[src/rtl/dec_strobe_seq.sv]
// Registered active-low select generator with three operating modes:
// direct decode of addr_i, auto-scan with dwell/blanking for multiplexed
// displays and keypads, and a single timed strobe with a busy/done handshake.
// Every output is a flop, so board-level select lines never glitch.
module dec_strobe_seq #(
  parameter int ADDR_W  = 4,
  parameter int DWELL   = 4,
  parameter int BLANK   = 1,
  parameter int PULSE_W = 3,
  localparam int N_OUT  = 2 ** ADDR_W
) (
  input  logic              clk_i,
  input  logic              rst_n_i,
  input  logic [1:0]        en_n_i,
  input  logic [1:0]        mode_i,
  input  logic [ADDR_W-1:0] addr_i,
  input  logic              req_i,
  output logic [N_OUT-1:0]  y_n_o,
  output logic [ADDR_W-1:0] sel_o,
  output logic              busy_o,
  output logic              done_o
);

  // One shared counter covers dwell, blanking and pulse width; it never has
  // to hold more than the largest of the three.
  localparam int CNT_MAX_A = (DWELL > BLANK) ? DWELL : BLANK;
  localparam int CNT_MAX   = (CNT_MAX_A > PULSE_W) ? CNT_MAX_A : PULSE_W;
  localparam int CNT_W     = $clog2(CNT_MAX + 1);

  localparam logic [CNT_W-1:0] CNT_ONE   = CNT_W'(1);
  localparam logic [CNT_W-1:0] CNT_DWELL = CNT_W'(DWELL);
  localparam logic [CNT_W-1:0] CNT_BLANK = CNT_W'(BLANK);
  localparam logic [CNT_W-1:0] CNT_PULSE = CNT_W'(PULSE_W);

  localparam logic [1:0] MODE_DIRECT = 2'b00;
  localparam logic [1:0] MODE_SCAN   = 2'b01;
  localparam logic [1:0] MODE_OFF    = 2'b11;

  localparam logic [2:0] IDLE       = 3'd0;
  localparam logic [2:0] DIRECT     = 3'd1;
  localparam logic [2:0] SCAN_ON    = 3'd2;
  localparam logic [2:0] SCAN_BLANK = 3'd3;
  localparam logic [2:0] PULSE      = 3'd4;

  logic [2:0]        state;
  logic [CNT_W-1:0]  cnt;
  logic [ADDR_W-1:0] idx;   // current scan position

  // All ones except a single zero at position a, so at most one line is
  // ever low.
  function automatic logic [N_OUT-1:0] onehot_low(input logic [ADDR_W-1:0] a);
    logic [N_OUT-1:0] v;
    v    = '1;
    v[a] = 1'b0;
    return v;
  endfunction

  // Mode sequencer: the mode/enable inputs sampled at each edge choose the
  // next state and the registered outputs in one place, so an abort from
  // any state takes effect on the very next edge.
  // NOTE: every register here is assigned with <= so all flops update from
  // the same pre-edge values; a blocking = would let later lines see the
  // new value of state/cnt within the same edge.
  always_ff @(posedge clk_i) begin
    if (!rst_n_i) begin
      state  <= IDLE;
      cnt    <= '0;
      idx    <= '0;
      y_n_o  <= '1;
      sel_o  <= '0;
      busy_o <= 1'b0;
      done_o <= 1'b0;
    end else begin
      done_o <= 1'b0;
      if (en_n_i != 2'b00 || mode_i == MODE_OFF) begin
        // Disabled or off: release every line, keep sel_o for software.
        state  <= IDLE;
        cnt    <= '0;
        y_n_o  <= '1;
        busy_o <= 1'b0;
      end else begin
        case (mode_i)
          MODE_DIRECT: begin
            state  <= DIRECT;
            cnt    <= '0;
            y_n_o  <= onehot_low(addr_i);
            sel_o  <= addr_i;
            busy_o <= 1'b0;
          end

          MODE_SCAN: begin
            busy_o <= 1'b0;
            if (state == SCAN_ON) begin
              if (cnt == CNT_DWELL) begin
                if (BLANK == 0) begin
                  // No blanking: step straight to the next line.
                  idx   <= idx + ADDR_W'(1);
                  sel_o <= idx + ADDR_W'(1);
                  y_n_o <= onehot_low(idx + ADDR_W'(1));
                  cnt   <= CNT_ONE;
                end else begin
                  state <= SCAN_BLANK;
                  y_n_o <= '1;
                  cnt   <= CNT_ONE;
                end
              end else begin
                cnt <= cnt + CNT_ONE;
              end
            end else if (state == SCAN_BLANK) begin
              if (cnt == CNT_BLANK) begin
                state <= SCAN_ON;
                idx   <= idx + ADDR_W'(1);
                sel_o <= idx + ADDR_W'(1);
                y_n_o <= onehot_low(idx + ADDR_W'(1));
                cnt   <= CNT_ONE;
              end else begin
                cnt <= cnt + CNT_ONE;
              end
            end else begin
              // Entry into scan from any other state always restarts at 0.
              state <= SCAN_ON;
              idx   <= '0;
              sel_o <= '0;
              y_n_o <= onehot_low('0);
              cnt   <= CNT_ONE;
            end
          end

          default: begin  // pulse mode
            if (state == PULSE) begin
              // req_i and addr_i are deliberately ignored while busy.
              if (cnt == CNT_PULSE) begin
                state  <= IDLE;
                cnt    <= '0;
                y_n_o  <= '1;
                busy_o <= 1'b0;
                done_o <= 1'b1;
              end else begin
                cnt <= cnt + CNT_ONE;
              end
            end else if (req_i) begin
              // Accepted from IDLE, including the done cycle, which gives
              // back-to-back strobes with a single high gap.
              state  <= PULSE;
              cnt    <= CNT_ONE;
              y_n_o  <= onehot_low(addr_i);
              sel_o  <= addr_i;
              busy_o <= 1'b1;
            end else begin
              state  <= IDLE;
              cnt    <= '0;
              y_n_o  <= '1;
              busy_o <= 1'b0;
            end
          end
        endcase
      end
    end
  end

endmodule

[config.mk]
export PLATFORM = sky130hd
export DESIGN_NAME = dec_strobe_seq
export DESIGN_NICKNAME = d
export VERILOG_FILES = /design/src/rtl/dec_strobe_seq.sv
export SDC_FILE = /design/constraint.sdc
export NUM_CORES = 1
export LEC_CHECK = 0
export CAP_MARGIN = 15
export CORE_MARGIN = 3
export CORE_UTILIZATION = 50
export CTS_CLUSTER_SIZE = 8
export DETAILED_ROUTE_END_ITERATION = 6
export PLACE_DENSITY = 0.76
export SYNTH_ARGS = -nofsm -noshare
export SYNTH_HDL_FRONTEND = slang
export SYNTH_SLANG_ARGS = --single-unit
[constraint.sdc]
create_clock -name clk_i -period 2.6 [get_ports clk_i]
set_input_delay 0.26 -clock clk_i [delete_from_list [all_inputs] [get_ports clk_i]]
set_output_delay 0.26 -clock clk_i [all_outputs]
set_load 0.02 [all_outputs]
# ---- After elaboration in Yosys (flattened, before gate mapping)
# Cells that the tools add are included.
dict set report totals {
  mem_bits_ro 0
  inputBits 11
  word_cells 85
  ramBits 0
  register_bits 32
  n_memories 0
  latch_bits 0
}
dict set report classes {
  n_mux 38
  n_div 0
  multipliers 0
  n_eq_ne 16
  n_lt_le_gt_ge 4
  n_bitwise 6
  n_shift 0
  n_reduce_logical 12
  addsub 2
}
# operator n
set op_table {}
lappend op_table {{16-bit 2-to-1 mux} 7}
lappend op_table {{3-bit 2-to-1 mux} 13}
lappend op_table {{16-bit NOT} 2}
lappend op_table {{16-bit one-hot mux with 2 select lines} 1}
lappend op_table {{4-bit 2-to-1 mux} 5}
lappend op_table {{3-bit one-hot mux with 2 select lines} 2}
lappend op_table {{4-bit by 5-bit < comparator with 1-bit output, second input constant} 2}
lappend op_table {{3-bit by 2-bit == test with 1-bit output, second input constant} 3}
lappend op_table {{1-bit demux with 4-bit select} 2}
lappend op_table {{4-bit by 1-bit greater-or-equal comparator with 1-bit output, second input constant} 2}
lappend op_table {{4-bit one-hot mux with 2 select lines} 1}
lappend op_table {{1-bit 2-to-1 mux} 7}
lappend op_table {{3-bit == test, second input constant} 2}
lappend op_table {{3-bit != test, second input constant} 2}
lappend op_table {{5-bit AND reduction} 1}
lappend op_table {{5-bit OR reduction} 1}
lappend op_table {{4-bit by 1-bit adder with 4-bit output, second input constant} 1}
lappend op_table {{2-bit by 1-bit != test with 1-bit output, second input constant} 2}
lappend op_table {{4-bit by 1-bit != test with 1-bit output, second input constant} 1}
lappend op_table {{4-bit != test, second input constant} 1}
lappend op_table {{1-bit NOT} 4}
lappend op_table {{4-bit AND reduction} 1}
lappend op_table {{4-bit OR reduction} 1}
lappend op_table {{3-bit by 1-bit adder with 3-bit output, second input constant} 1}
lappend op_table {{12 further kinds} 13}

# ---- Logic depth before layout (Yosys ltp)
dict set report depth {
  ltp_word 10
  mapped_depth 8
  mapped_depth_nobuf 7
}

# ---- Worst setup path after synthesis
# Ideal clock, no wire load.
dict set report synth_timing {
  path_type {register -> register}
  from {reg idx[0]}
  to {reg y_n_o[10]}
  slack_ps 721
  t_arrival_ps 1744
  setup_time_ps 136
  stages_incl_launch_ff 8
  n_path_buf 1
  cell_sequence {dfxtp_1 -> ha_1 -> clkbuf_1 -> inv_1 -> a211o_1 -> a21o_1 -> a211oi_1 -> o221ai_1}
}
dict set report synth_via {
  elab_chain_cells 10
  word_cells_on_any_way 11
}
# item line
set synth_lines {}
lappend synth_lines {{start: declaration} 47} ;# logic [ADDR_W-1:0] idx;
lappend synth_lines {{start signal: assignment} 97} ;# idx <= idx + ADDR_W'(1);
lappend synth_lines {{start signal: assignment} 112} ;# idx <= idx + ADDR_W'(1);
lappend synth_lines {{4-bit by 1-bit adder with 4-bit output (*)} 114} ;# y_n_o <= onehot_low(idx + ADDR_W'(1));
lappend synth_lines {{4-bit by 5-bit < comparator with 1-bit output (not written as such) / 4-bit by 1-bit greater-or-equal comparator with 1-bit output (equally long branches)} 54} ;# v[a] = 1'b0;
lappend synth_lines {{1-bit logical AND (not written as such)} 54}
lappend synth_lines {{1-bit 2-to-1 mux (not written as such)} 54}
lappend synth_lines {{1-bit demux with 4-bit select (*)} 54}
lappend synth_lines {{16-bit NOT (no line) (*)} -}
lappend synth_lines {{16-bit 2-to-1 mux (*)} 110} ;# if (cnt == CNT_BLANK) begin
lappend synth_lines {{16-bit 2-to-1 mux (*)} 109} ;# end else if (state == SCAN_BLANK) begin
lappend synth_lines {{16-bit 2-to-1 mux (*)} 93} ;# if (state == SCAN_ON) begin
lappend synth_lines {{16-bit one-hot mux with 2 select lines (*)} 82} ;# case (mode_i)
lappend synth_lines {{end signal: assignment} 86} ;# y_n_o <= onehot_low(addr_i);
lappend synth_lines {{end signal: assignment} 99} ;# y_n_o <= onehot_low(idx + ADDR_W'(1));
lappend synth_lines {{end signal: assignment} 114}
lappend synth_lines {{end: declaration} 18} ;# output logic [N_OUT-1:0] y_n_o,
# Mark *: on every way between the ends. The rest lies on a longest branch, timed or not. The select of a mux whose other input is x is not followed.
# A chain may end at the register's enable or synchronous reset.

# ---- Final worst setup path
# Ends and elaborated chain as after synthesis.

==> metrics <==
outcome=complete, no violations; final WL=between 4000 and 5000 um; share of flip-flops with an asynchronous set or reset=0; CP Data Required Time=about 2.7 ns; CP peak stage delay=slightly above 0.5 ns; fin. max-slew vios=0; clock tree buffer depth=2; Main synth FF type=dfxtp_1; largest net degree at the start of global routing=32; Slew Limit Headroom=0.657; Post-Syn Area per Cell=approximately 8.5 um^2; Buf+Inv Stages, Crit Path=1; Tot Pwr=between 1000 and 1500 uW; Netlist cell types=53; Core Area=3520 um^2; worst hold path class=register to register; fin crit period=2.04 ns; Post-synth EDFFs=0; clk sink count=32; startpoint types=register; post-route clock period utilization=0.786; die height=67.9 um; area grow syn2layout=24.5%; first-pass GRT wire length=8000 um; gp weighted congestion=between 0.8 and 0.9; drt pass-1 iters=4; DRT antenna net count=0; WHS=roughly 0.46 ns; post-CTS sizing=0; vias=approximately 1.8k; synthesized area=1920 um^2; Setup TNS=0 ns; # rows=21; synth warn=0; vias per cell=approximately 5.9; RSZ-0062 raised after global routing=false; crit end category=register; sequential share of the synthesized area=0.334; CTS Hold Buffers Added=0; nets=280; initial cell density of the core=0.545; CP arrival=2.19 ns; DRC Markers=0; Yosys reg bits=32; CTS tree=built; largest fanout on the critical path=9; maxcap violations=0; register area=around 640 um^2; Fillers=322; Top Family by Delay on Critical Path=compound AO/OA/AOI/OAI gates; Post-CTS Setup Repair Bufs=0; Peak VDD IR=0.343 mV; Die X=67.9 um; Antenna diodes=0; share of post-route cells with drive strength above 1=0.104; Slowest cell on crit path=dfxtp_1; post-synth net total=246; critical-path cell list=ha_1 -> inv_1 -> a211o_1 -> a21o_1 -> a211oi_1 -> o221ai_1; antenna violations before repair=0; die area=4620 um^2; hpwl dp=roughly 3500 um; H-tree levels=2; wire length per cell=between 10 and 15 um; io pins=33; PwrDens=approximately 420 nW/um^2; Syn Inst Count=between 200 and 250; slew at the pin closest to its max-slew limit=approximately 0.52 ns; vias in the first global route=between 1.5k and 2k; Root Buffer=clkbuf_8; worst skew pair latency=roughly 0.28 ns; fmax=between 400 and 500 MHz; Setup Skew=approximately 0.0049 ns; total gr overflow=0; Leak=between 0.0008 and 0.0009 uW; multi-input logic area=~1200 um^2; commonest cells after routing, fill and taps aside=dfxtp_1, clkdlybuf4s50_1, nand2_1; DR iter-0 viols=roughly 200; GRT Resource Usage Total=0.228; Port Buffer Count=32; clk slew on worst S/H paths=0.07 ns; final hold viol count=0; kind of critical path=register to register; TritonCTS buffer count=5; setup violators final=0
## layer usage
| metal | wire length, um | vias to the layer above | GRT usage | part of all wire |
|---|---|---|---|---|
| met4 | 44 | 0 | 0.0918 | 0.0096 |
| met1 | 2160 | 820 | 0.312 | 0.47 |
| met3 | 313 | 6 | 0.0575 | 0.068 |
| met5 | 0 | - | 0 | 0 |
| met2 | 2070 | 70 | 0.339 | 0.45 |
| li1 | - | 905 | - | - |
## final cells by class
class / count / area share
Clock buffer: 8 / 0.0377
Inverter: 8 / 0.0126
Multi-Input combinational cell: 172 / 0.493
Sequential cell: 32 / 0.268
Tap cell: 46 / 0.0241
Timing Repair Buffer: 40 / 0.165
## final timing paths
check,start,to,slack [ns],depth (start not counted)
setup / recovery,idx[0],y_n_o[10],0.56,6
hold / removal,y_n_o[15],y_n_o[15],0.46,1
setup reg to reg,idx[0],y_n_o[10],0.56,6
hold reg to reg,y_n_o[15],y_n_o[15],0.46,1
## state kept, by name, indices dropped and copies added (netlist names)
register,cells
idx,4
busy_o,1
y_n_o,16
state,3
cnt,3
done_o,1
sel_o,4
## metrics by stage
stage	util	setup WS [ns]	std cells	instance area [um^2]
after floorplan	-	0.721	225	1920
after global placement	0.652	0.403	298	2300
after detailed placement	0.652	0.396	298	2300
after CTS	0.678	0.569	306	2390
after global routing	0.678	0.402	306	2390
final	0.678	0.557	306	2390
## cells in the mapped netlist, types with 2 or more instances
library cell / number / share of area
or4_1: 3 / 0.012
buf_6: 2 / 0.012
ha_1: 10 / 0.065
or3_1: 3 / 0.0098
a311oi_1: 4 / 0.018
o21ai_0: 15 / 0.039
nand2_1: 21 / 0.041
a21o_1: 2 / 0.0078
o32ai_1: 2 / 0.0091
a211o_1: 3 / 0.014
o211a_1: 5 / 0.026
and3_1: 2 / 0.0065
nor2_1: 13 / 0.025
nand2b_1: 6 / 0.020
a32oi_1: 3 / 0.014
o31ai_1: 3 / 0.012
inv_1: 8 / 0.016
dfxtp_1: 32 / 0.33
a211o_2: 3 / 0.016
buf_2: 6 / 0.016
nand3b_1: 2 / 0.0078
nand3_1: 8 / 0.021
nor3b_1: 3 / 0.012
a21oi_1: 15 / 0.039
clkbuf_1: 5 / 0.0098
a21boi_0: 4 / 0.016
nor2b_1: 5 / 0.016
nor3_1: 8 / 0.021
o211ai_1: 2 / 0.0078
nor4_1: 4 / 0.013
## cells by family after synthesis
family / count (synthesis) / share of synthesized area
AOI/OAI and AO/OA: 75 / 0.305
adders and majority gates: 10 / 0.0652
xor gates and xnor gates: 2 / 0.00913
buffers and inverters: 21 / 0.0528
and+or+nand+nor: 85 / 0.234
DFF: 32 / 0.334
## power breakdown
part           internal (uW)  switching (uW)  leakage [uW]  total (uW)
Sequential               497            4.63      0.000259         501
Clock                    216             176     0.0000455         391
Combinational           53.1            64.4      0.000571         117
Total                    766             245      0.000876        1010
(Power assumes the default switching activity.)
